==> src/rtl/axi_wr_responder_pkg.sv <==
// Shared definitions for the AXI write responder.
//   - AXI burst type encodings (FIXED / INCR / WRAP / reserved)
//   - AXI response encodings (OKAY / EXOKAY / SLVERR / DECERR)
//   - Responder FSM state enum (IDLE / DATA / RESP)
//   - resp_merge(): combines two responses by severity
package axi_wr_responder_pkg;

  localparam logic [1:0] BURST_FIXED = 2'b00;
  localparam logic [1:0] BURST_INCR  = 2'b01;
  localparam logic [1:0] BURST_WRAP  = 2'b10;
  localparam logic [1:0] BURST_RSVD  = 2'b11;

  localparam logic [1:0] RESP_OKAY   = 2'b00;
  localparam logic [1:0] RESP_EXOKAY = 2'b01;
  localparam logic [1:0] RESP_SLVERR = 2'b10;
  localparam logic [1:0] RESP_DECERR = 2'b11;

  typedef enum logic [1:0] {
    IDLE = 2'd0,
    DATA = 2'd1,
    RESP = 2'd2
  } state_t;

  // Severity order DECERR > SLVERR > OKAY. EXOKAY is only kept when both
  // sides report it; this slave never produces it itself.
  function automatic logic [1:0] resp_merge(input logic [1:0] a, input logic [1:0] b);
    if (a == RESP_DECERR || b == RESP_DECERR) begin
      return RESP_DECERR;
    end else if (a == RESP_SLVERR || b == RESP_SLVERR) begin
      return RESP_SLVERR;
    end else if (a == RESP_EXOKAY && b == RESP_EXOKAY) begin
      return RESP_EXOKAY;
    end else begin
      return RESP_OKAY;
    end
  endfunction

endpackage

==> src/rtl/axi_burst_addr_next.sv <==
// Combinational AXI next-beat address generator (shared with the read side).
// Ports:
//   addr      in   current beat byte address
//   size      in   log2 bytes per beat (AxSIZE)
//   len       in   beats minus 1 (AxLEN)
//   burst     in   burst type (AxBURST)
//   addr_next out  byte address of the following beat
module axi_burst_addr_next
  import axi_wr_responder_pkg::*;
#(
  parameter int ADDR_W = 32,
  parameter int LEN_W  = 8
) (
  input  logic [ADDR_W-1:0] addr,
  input  logic [2:0]        size,
  input  logic [LEN_W-1:0]  len,
  input  logic [1:0]        burst,
  output logic [ADDR_W-1:0] addr_next
);

  logic [ADDR_W-1:0] step;
  logic [ADDR_W-1:0] incr_addr;
  logic [ADDR_W-1:0] wrap_bytes;
  logic [ADDR_W-1:0] wrap_mask;

  always_comb begin
    step       = ADDR_W'(1) << size;
    incr_addr  = addr + step;
    wrap_bytes = ADDR_W'({1'b0, len} + 1'b1) << size;
    wrap_mask  = wrap_bytes - ADDR_W'(1);
    addr_next  = addr;
    case (burst)
      BURST_FIXED: addr_next = addr;
      BURST_INCR:  addr_next = incr_addr;
      // Keep the bits above the wrap boundary, advance only inside it.
      BURST_WRAP:  addr_next = (addr & ~wrap_mask) | (incr_addr & wrap_mask);
      default:     addr_next = addr;
    endcase
  end

endmodule

==> src/rtl/axi_wr_responder.sv <==
// AXI4 write-path responder: one transaction at a time, AW -> W beats -> B.
// Every accepted W beat produces a registered one-cycle write on a simple
// synchronous memory port.
// Ports:
//   clk, reset                 clock, synchronous active-high reset
//   aw*                        write address channel (awready registered)
//   w*                         write data channel (wready registered)
//   b*                         write response channel (all registered)
//   mem_we/addr/wdata/be       memory write port, pulses 1 cycle after a W beat
//
// Handshakes: a transfer happens on a rising clk edge where valid and ready
// are both high. Ready/valid outputs of this block only depend on the FSM
// state, so they never combinationally depend on the opposite side.
module axi_wr_responder
  import axi_wr_responder_pkg::*;
#(
  parameter int C_AXI_ID_WIDTH   = 4,
  parameter int C_AXI_ADDR_WIDTH = 32,
  parameter int C_AXI_DATA_WIDTH = 64,
  parameter int C_AXI_LEN_WIDTH  = 8,
  parameter int MEM_ADDR_WIDTH   = 12
) (
  input  logic                          clk,
  input  logic                          reset,
  input  logic                          awvalid,
  output logic                          awready,
  input  logic [C_AXI_ID_WIDTH-1:0]     awid,
  input  logic [C_AXI_ADDR_WIDTH-1:0]   awaddr,
  input  logic [C_AXI_LEN_WIDTH-1:0]    awlen,
  input  logic [2:0]                    awsize,
  input  logic [1:0]                    awburst,
  input  logic                          wvalid,
  output logic                          wready,
  input  logic [C_AXI_DATA_WIDTH-1:0]   wdata,
  input  logic [C_AXI_DATA_WIDTH/8-1:0] wstrb,
  input  logic                          wlast,
  output logic                          bvalid,
  input  logic                          bready,
  output logic [C_AXI_ID_WIDTH-1:0]     bid,
  output logic [1:0]                    bresp,
  output logic                          mem_we,
  output logic [MEM_ADDR_WIDTH-1:0]     mem_addr,
  output logic [C_AXI_DATA_WIDTH-1:0]   mem_wdata,
  output logic [C_AXI_DATA_WIDTH/8-1:0] mem_be
);

  localparam int STRB_W  = C_AXI_DATA_WIDTH / 8;
  localparam int OFF     = $clog2(STRB_W);
  // Any set address bit at or above this position lies outside the RAM.
  localparam int DEC_LSB = MEM_ADDR_WIDTH + OFF;

  state_t                        state_q, state_d;
  logic [C_AXI_ID_WIDTH-1:0]     id_q, id_d;
  logic [C_AXI_ADDR_WIDTH-1:0]   addr_q, addr_d;
  logic [C_AXI_LEN_WIDTH-1:0]    len_q, len_d;
  logic [2:0]                    size_q, size_d;
  logic [1:0]                    burst_q, burst_d;
  logic [C_AXI_LEN_WIDTH-1:0]    beat_cnt_q, beat_cnt_d;
  logic [1:0]                    err_q, err_d;
  logic                          suppress_q, suppress_d;

  logic                          awready_q, awready_d;
  logic                          wready_q, wready_d;
  logic                          bvalid_q, bvalid_d;
  logic [C_AXI_ID_WIDTH-1:0]     bid_q, bid_d;
  logic [1:0]                    bresp_q, bresp_d;
  logic                          mem_we_q, mem_we_d;
  logic [MEM_ADDR_WIDTH-1:0]     mem_addr_q, mem_addr_d;
  logic [C_AXI_DATA_WIDTH-1:0]   mem_wdata_q, mem_wdata_d;
  logic [STRB_W-1:0]             mem_be_q, mem_be_d;

  logic [C_AXI_ADDR_WIDTH-1:0]   addr_next;
  logic                          aw_hs, w_hs, b_hs;
  logic                          aw_err;
  logic                          wrap_len_ok;
  logic                          last_beat;
  logic                          dec_err;
  logic [1:0]                    beat_err;
  logic [1:0]                    err_merged;

  axi_burst_addr_next #(
    .ADDR_W (C_AXI_ADDR_WIDTH),
    .LEN_W  (C_AXI_LEN_WIDTH)
  ) u_addr_next (
    .addr      (addr_q),
    .size      (size_q),
    .len       (len_q),
    .burst     (burst_q),
    .addr_next (addr_next)
  );

  always_comb begin
    state_d     = state_q;
    id_d        = id_q;
    addr_d      = addr_q;
    len_d       = len_q;
    size_d      = size_q;
    burst_d     = burst_q;
    beat_cnt_d  = beat_cnt_q;
    err_d       = err_q;
    suppress_d  = suppress_q;
    bid_d       = bid_q;
    bresp_d     = bresp_q;
    mem_we_d    = 1'b0;
    mem_addr_d  = mem_addr_q;
    mem_wdata_d = mem_wdata_q;
    mem_be_d    = mem_be_q;

    aw_hs = awvalid & awready_q;
    w_hs  = wvalid & wready_q;
    b_hs  = bvalid_q & bready;

    wrap_len_ok = (awlen == C_AXI_LEN_WIDTH'(1)) || (awlen == C_AXI_LEN_WIDTH'(3)) ||
                  (awlen == C_AXI_LEN_WIDTH'(7)) || (awlen == C_AXI_LEN_WIDTH'(15));
    // These errors make the whole burst unsafe to write, so they also
    // suppress every memory write of the transaction.
    aw_err = (awburst == BURST_RSVD) || (awsize > 3'(OFF)) ||
             ((awburst == BURST_WRAP) && !wrap_len_ok);

    last_beat  = (beat_cnt_q == len_q);
    dec_err    = |addr_q[C_AXI_ADDR_WIDTH-1:DEC_LSB];
    beat_err   = dec_err ? RESP_DECERR :
                 (wlast != last_beat) ? RESP_SLVERR : RESP_OKAY;
    err_merged = resp_merge(err_q, beat_err);

    case (state_q)
      IDLE: begin
        if (aw_hs) begin
          id_d       = awid;
          addr_d     = awaddr;
          len_d      = awlen;
          size_d     = awsize;
          burst_d    = awburst;
          beat_cnt_d = '0;
          err_d      = aw_err ? RESP_SLVERR : RESP_OKAY;
          suppress_d = aw_err;
          state_d    = DATA;
        end
      end
      DATA: begin
        if (w_hs) begin
          // A decode error only drops this beat's write; the rest of the
          // burst may still land in the RAM.
          mem_we_d    = ~suppress_q & ~dec_err;
          mem_addr_d  = addr_q[OFF +: MEM_ADDR_WIDTH];
          mem_wdata_d = wdata;
          mem_be_d    = wstrb;
          err_d       = err_merged;
          addr_d      = addr_next;
          beat_cnt_d  = beat_cnt_q + C_AXI_LEN_WIDTH'(1);
          // Termination is by count only; wlast just feeds the error flag.
          if (last_beat) begin
            bid_d   = id_q;
            bresp_d = err_merged;
            state_d = RESP;
          end
        end
      end
      RESP: begin
        if (b_hs) begin
          state_d = IDLE;
        end
      end
      default: state_d = IDLE;
    endcase

    // Channel readies/valid are registered copies of the next state.
    awready_d = (state_d == IDLE);
    wready_d  = (state_d == DATA);
    bvalid_d  = (state_d == RESP);
  end

  always_ff @(posedge clk) begin
    if (reset) begin
      state_q     <= IDLE;
      id_q        <= '0;
      addr_q      <= '0;
      len_q       <= '0;
      size_q      <= '0;
      burst_q     <= '0;
      beat_cnt_q  <= '0;
      err_q       <= RESP_OKAY;
      suppress_q  <= 1'b0;
      awready_q   <= 1'b0;
      wready_q    <= 1'b0;
      bvalid_q    <= 1'b0;
      bid_q       <= '0;
      bresp_q     <= RESP_OKAY;
      mem_we_q    <= 1'b0;
      mem_addr_q  <= '0;
      mem_wdata_q <= '0;
      mem_be_q    <= '0;
    end else begin
      state_q     <= state_d;
      id_q        <= id_d;
      addr_q      <= addr_d;
      len_q       <= len_d;
      size_q      <= size_d;
      burst_q     <= burst_d;
      beat_cnt_q  <= beat_cnt_d;
      err_q       <= err_d;
      suppress_q  <= suppress_d;
      awready_q   <= awready_d;
      wready_q    <= wready_d;
      bvalid_q    <= bvalid_d;
      bid_q       <= bid_d;
      bresp_q     <= bresp_d;
      mem_we_q    <= mem_we_d;
      mem_addr_q  <= mem_addr_d;
      mem_wdata_q <= mem_wdata_d;
      mem_be_q    <= mem_be_d;
    end
  end

  assign awready   = awready_q;
  assign wready    = wready_q;
  assign bvalid    = bvalid_q;
  assign bid       = bid_q;
  assign bresp     = bresp_q;
  assign mem_we    = mem_we_q;
  assign mem_addr  = mem_addr_q;
  assign mem_wdata = mem_wdata_q;
  assign mem_be    = mem_be_q;

endmodule
==> config.mk <==
export PLATFORM = sky130hd
export DESIGN_NAME = axi_wr_responder
export DESIGN_NICKNAME = d
export VERILOG_FILES = /design/src/rtl/axi_wr_responder_pkg.sv /design/src/rtl/axi_burst_addr_next.sv /design/src/rtl/axi_wr_responder.sv
export SDC_FILE = /design/constraint.sdc
export NUM_CORES = 1
export LEC_CHECK = 0
export ABC_AREA = 0
export CORE_MARGIN = 2
export CORE_UTILIZATION = 46
export CTS_BUF_LIST = sky130_fd_sc_hd__clkbuf_4 sky130_fd_sc_hd__clkbuf_8
export DETAILED_ROUTE_END_ITERATION = 7
export GPL_TIMING_DRIVEN = 0
export PLACE_DENSITY_LB_ADDON = 0.08
export SETUP_SLACK_MARGIN = 0.05
export SLEW_MARGIN = 20
export SYNTH_ARGS = -nofsm -noshare
export SYNTH_HDL_FRONTEND = slang
export SYNTH_SLANG_ARGS = --single-unit
export TNS_END_PERCENT = 20
==> constraint.sdc <==
create_clock -name clk -period 3.3 [get_ports clk]
set_clock_uncertainty 0.1 [all_clocks]
set_input_delay 0.66 -clock clk [delete_from_list [all_inputs] [get_ports clk]]
set_output_delay 0.66 -clock clk [all_outputs]
set_load 0.01 [all_outputs]
==> summary.md <==
| Metric | Value |
|---|---|
| Fin util | 66.0% |
| Setup TNS | 0 ns |
| Async S/R FF share, synth | 0% |
| DIE AREA | 0.0191 mm2 |
| Warnings, synthesis | 0 |
| Worst-Margin Slew | ~0.81 ns |
| WL/cell | between 15 and 20 um |
| Initial core utilization | a little under half |
| I/O Buffers | ~220 |
| TritonCTS clock tree | built |
| Core Box Area | 0.0178 mm2 |
| Number of routed nets with antenna violations | 0 |
| Post-Syn Instances | 1105 |
| DR pass1 iterations | 6 |
| Number of DRC markers in iteration 0 | roughly 680 |
| Via Count | 9109 |
| Chip Width | between 100 and 150 um |
| Syn_nets | approximately 1.2k |
| Critical setup path kind | flop to flop |
| Fin nets | 1509 |
| P per Cell Area | 364 mW/mm2 |
| R2R cell count | 13 |
| Boundary pin count | around 220 |
| Final-report hold violation count | 0 |
| Fin crit period | 3.27 ns |
| RR Startpoint | len_q[0] |
| Commonest cells after routing, fill and taps aside | nand2_1, clkdlybuf4s50_1, dfxtp_1 |
| Final Worst Setup Slack | just over 0.03 ns |
| Post-Layout Cell Count | 1611 |
| Leak | 4.11 nW |
| Cts hold-fix bufs | 0 |
| Area Overhead vs Synth | 41.9% |
| Setup Viol. Count Final | 0 |
| Pre-CTS WS | -0.466 ns |
| Initial antenna violation count | 0 |
| Clock root cell | clkbuf_8 |
| Layout cells sized above 1 | between 10% and 20% |
| Fmax | slightly above 300 MHz |
| Drt total wl | 29200 um |
| Post-DR vias/cell | 5.65 |
| Met2 track demand over resource | 49.1% |
| EDFF count, synth | 0 |
| Top FF cell, synth | dfxtp_1 |
| Die height | about 140 um |
| GRT Residual Overflow | 0 |
| Design area | 0.0118 mm2 |
| Critical path required time | 3.59 ns |
| Hold path cells | 1 |
| Crit. End Element | flop |
| Slew headroom | 45.7% |
| Post-Syn Area | ~0.0083 mm2 |
| First-pass GRT wire length | about 46000 um |
| Ant. Diodes | 0 |
| Placer Congestion | 0.919 |
| Clk sinks | around 160 |
| Max Cap Viol | 0 |
| Gr usage total | between 20% and 30% |
| RSZ-0062 raised after global routing | true |
| DP Area | 0.0108 mm2 |
| Yosys reg bits | 156 |
| Vias in the first global route | between 8k and 9k |
| Post-Place Cells | between 1.5k and 2k |
| IR drop worst, VDD | 0.289 mV |
| Hold path start | suppress_q |
| Largest net degree at the start of global routing | 18 |
| Placement row count | 49 |
| Hold Crit Endpoint | mem_we |
| Setup crit start kind | flop |
| H-tree lvl count | 4 |
| Residual DRC | 0 |
| Distinct cells, synth | 83 |
| FF-to-FF setup slack | 0.03 ns |
| Period Utilization, post-route | 99.1% |
| Inserted Clock Buffers | 17 |
| Hold Crit Class | flop to flop |
| M3 GR Usage | 7.52% |
| Max Fanout on Critical Path | 10 |
| Post-Syn Area per Cell | roughly 7.5 um2 |
| Longest Clk Path Bufs | 2 |
| Status | finished, final reports clean |
| Placed wire-length estimate | 21300 um |
| Most common cell after layout, fill and taps aside | nand2_1 |
| Total power | 4.28 mW |
| Worst hold margin | 0.334 ns |
| Post-synthesis sequential area ratio | 37.7% |
| Pins Over Slew Limit | 0 |
| Grt met1 use | 38.2% |
| Clk slew on worst S/H paths | roughly 0.1 ns |
| Grt peak-use layer | met2 |
| Worst-skew pair later-pin latency | 0.48 ns |
| Crit path DAT | 3.56 ns |
## routing by layer
layer / up-vias / part of all wire [%]
met2: 401 / 47
met4: 0 / 2.6
li1: 4416 / -
met5: - / 0
met1: 4236 / 41
met3: 56 / 9.0
## cell usage after synthesis (4+ instances only)
master    number  area, um2
a211oi_1      11       82.6
nand4_1       13       81.3
nor3_1        21        105
nand2_1      270       1010
nand2b_1      11       68.8
a21o_1         7       52.6
o21ai_0       27        135
and4_1         6       52.6
a311oi_1       6       52.6
a22oi_1        7       52.6
a211o_1        4       35.0
or4_1          4       30.0
buf_2          9       45.0
xor2_1        20        175
a21oi_1      149        746
inv_1         22       82.6
o221ai_1       6       52.6
nor2_1        77        289
mux2i_1        9       90.1
and3_1         9       56.3
a31oi_1       16        100
nor4_1        10       62.6
or3_1          4       25.0
o21a_1         6       45.0
buf_4          4       30.0
a31o_2         4       35.0
buf_1          8       30.0
clkbuf_1      51        191
dfxtp_1      156       3120
xnor2_1       16        140
ha_1          12        150
nor2b_1       14       87.6
nand3_1       33        165
o21ai_1        5       25.0
## critical path: stages, from the launching register on
cell and delay, ns:
dfxtp_4 0.37, ha_1 0.43, nand2b_1 0.12, a21o_1 0.20, nand2b_1 0.16, ha_1 0.24
o21a_1 0.15, and3b_1 0.24, and3_1 0.18, buf_4 0.16, a31oi_4 0.28, buf_4 0.24
a21oi_1 0.07, a221oi_2 0.23
## layout make-up
class | count | area [um2]
Buffer | 74 | 400
Clock buffer | 18 | 241
Clock inverter | 14 | 148
Fill cell | 1606 | 6070
Inverter | 23 | 86.3
Multi-Input combinational cell | 852 | 5070
Sequential cell | 156 | 3130
Tap cell | 229 | 287
Timing Repair Buffer | 245 | 2400
## cells by family (layout without fill, tap and decap cells)
logic type	after synthesis	in the layout	share of synthesized area [%]
mux	10	10	1.22
xor+xnor	37	37	4.00
simple gates	494	494	27.1
compound gates	298	298	23.1
fa+ha+maj	13	13	2.05
buf+inv	97	374	4.89
flops	156	156	37.7
## how the worst max path moves through the flow
stage / from / to / cells past startpoint
2_1_floorplan: size_q[1] / flop / 14
3_3_place_gp: size_q[2] / flop / 13
3_5_place_dp: size_q[2] / flop / 13
4_1_cts: len_q[0] / flop / 14
5_1_grt: len_q[0] / flop / 14
6_report: len_q[0] / flop / 13
## where the power goes
| part | leakage (nW) | internal [mW] | switching [mW] |
|---|---|---|---|
| Sequential | 1.27 | 1.94 | 0.0627 |
| Combinational | 2.65 | 0.392 | 0.447 |
| Clock | 0.191 | 0.571 | 0.868 |
| Total | 4.11 | 2.90 | 1.38 |
## timing repair
item / CTS / global route
endpoints found under the setup margin: 25 / 22
gates resized for setup: 48 / 50
setup buffers: 9 / 17
pin swaps: 13 / 26
Note: power is estimated with default switching activity, not from simulation.
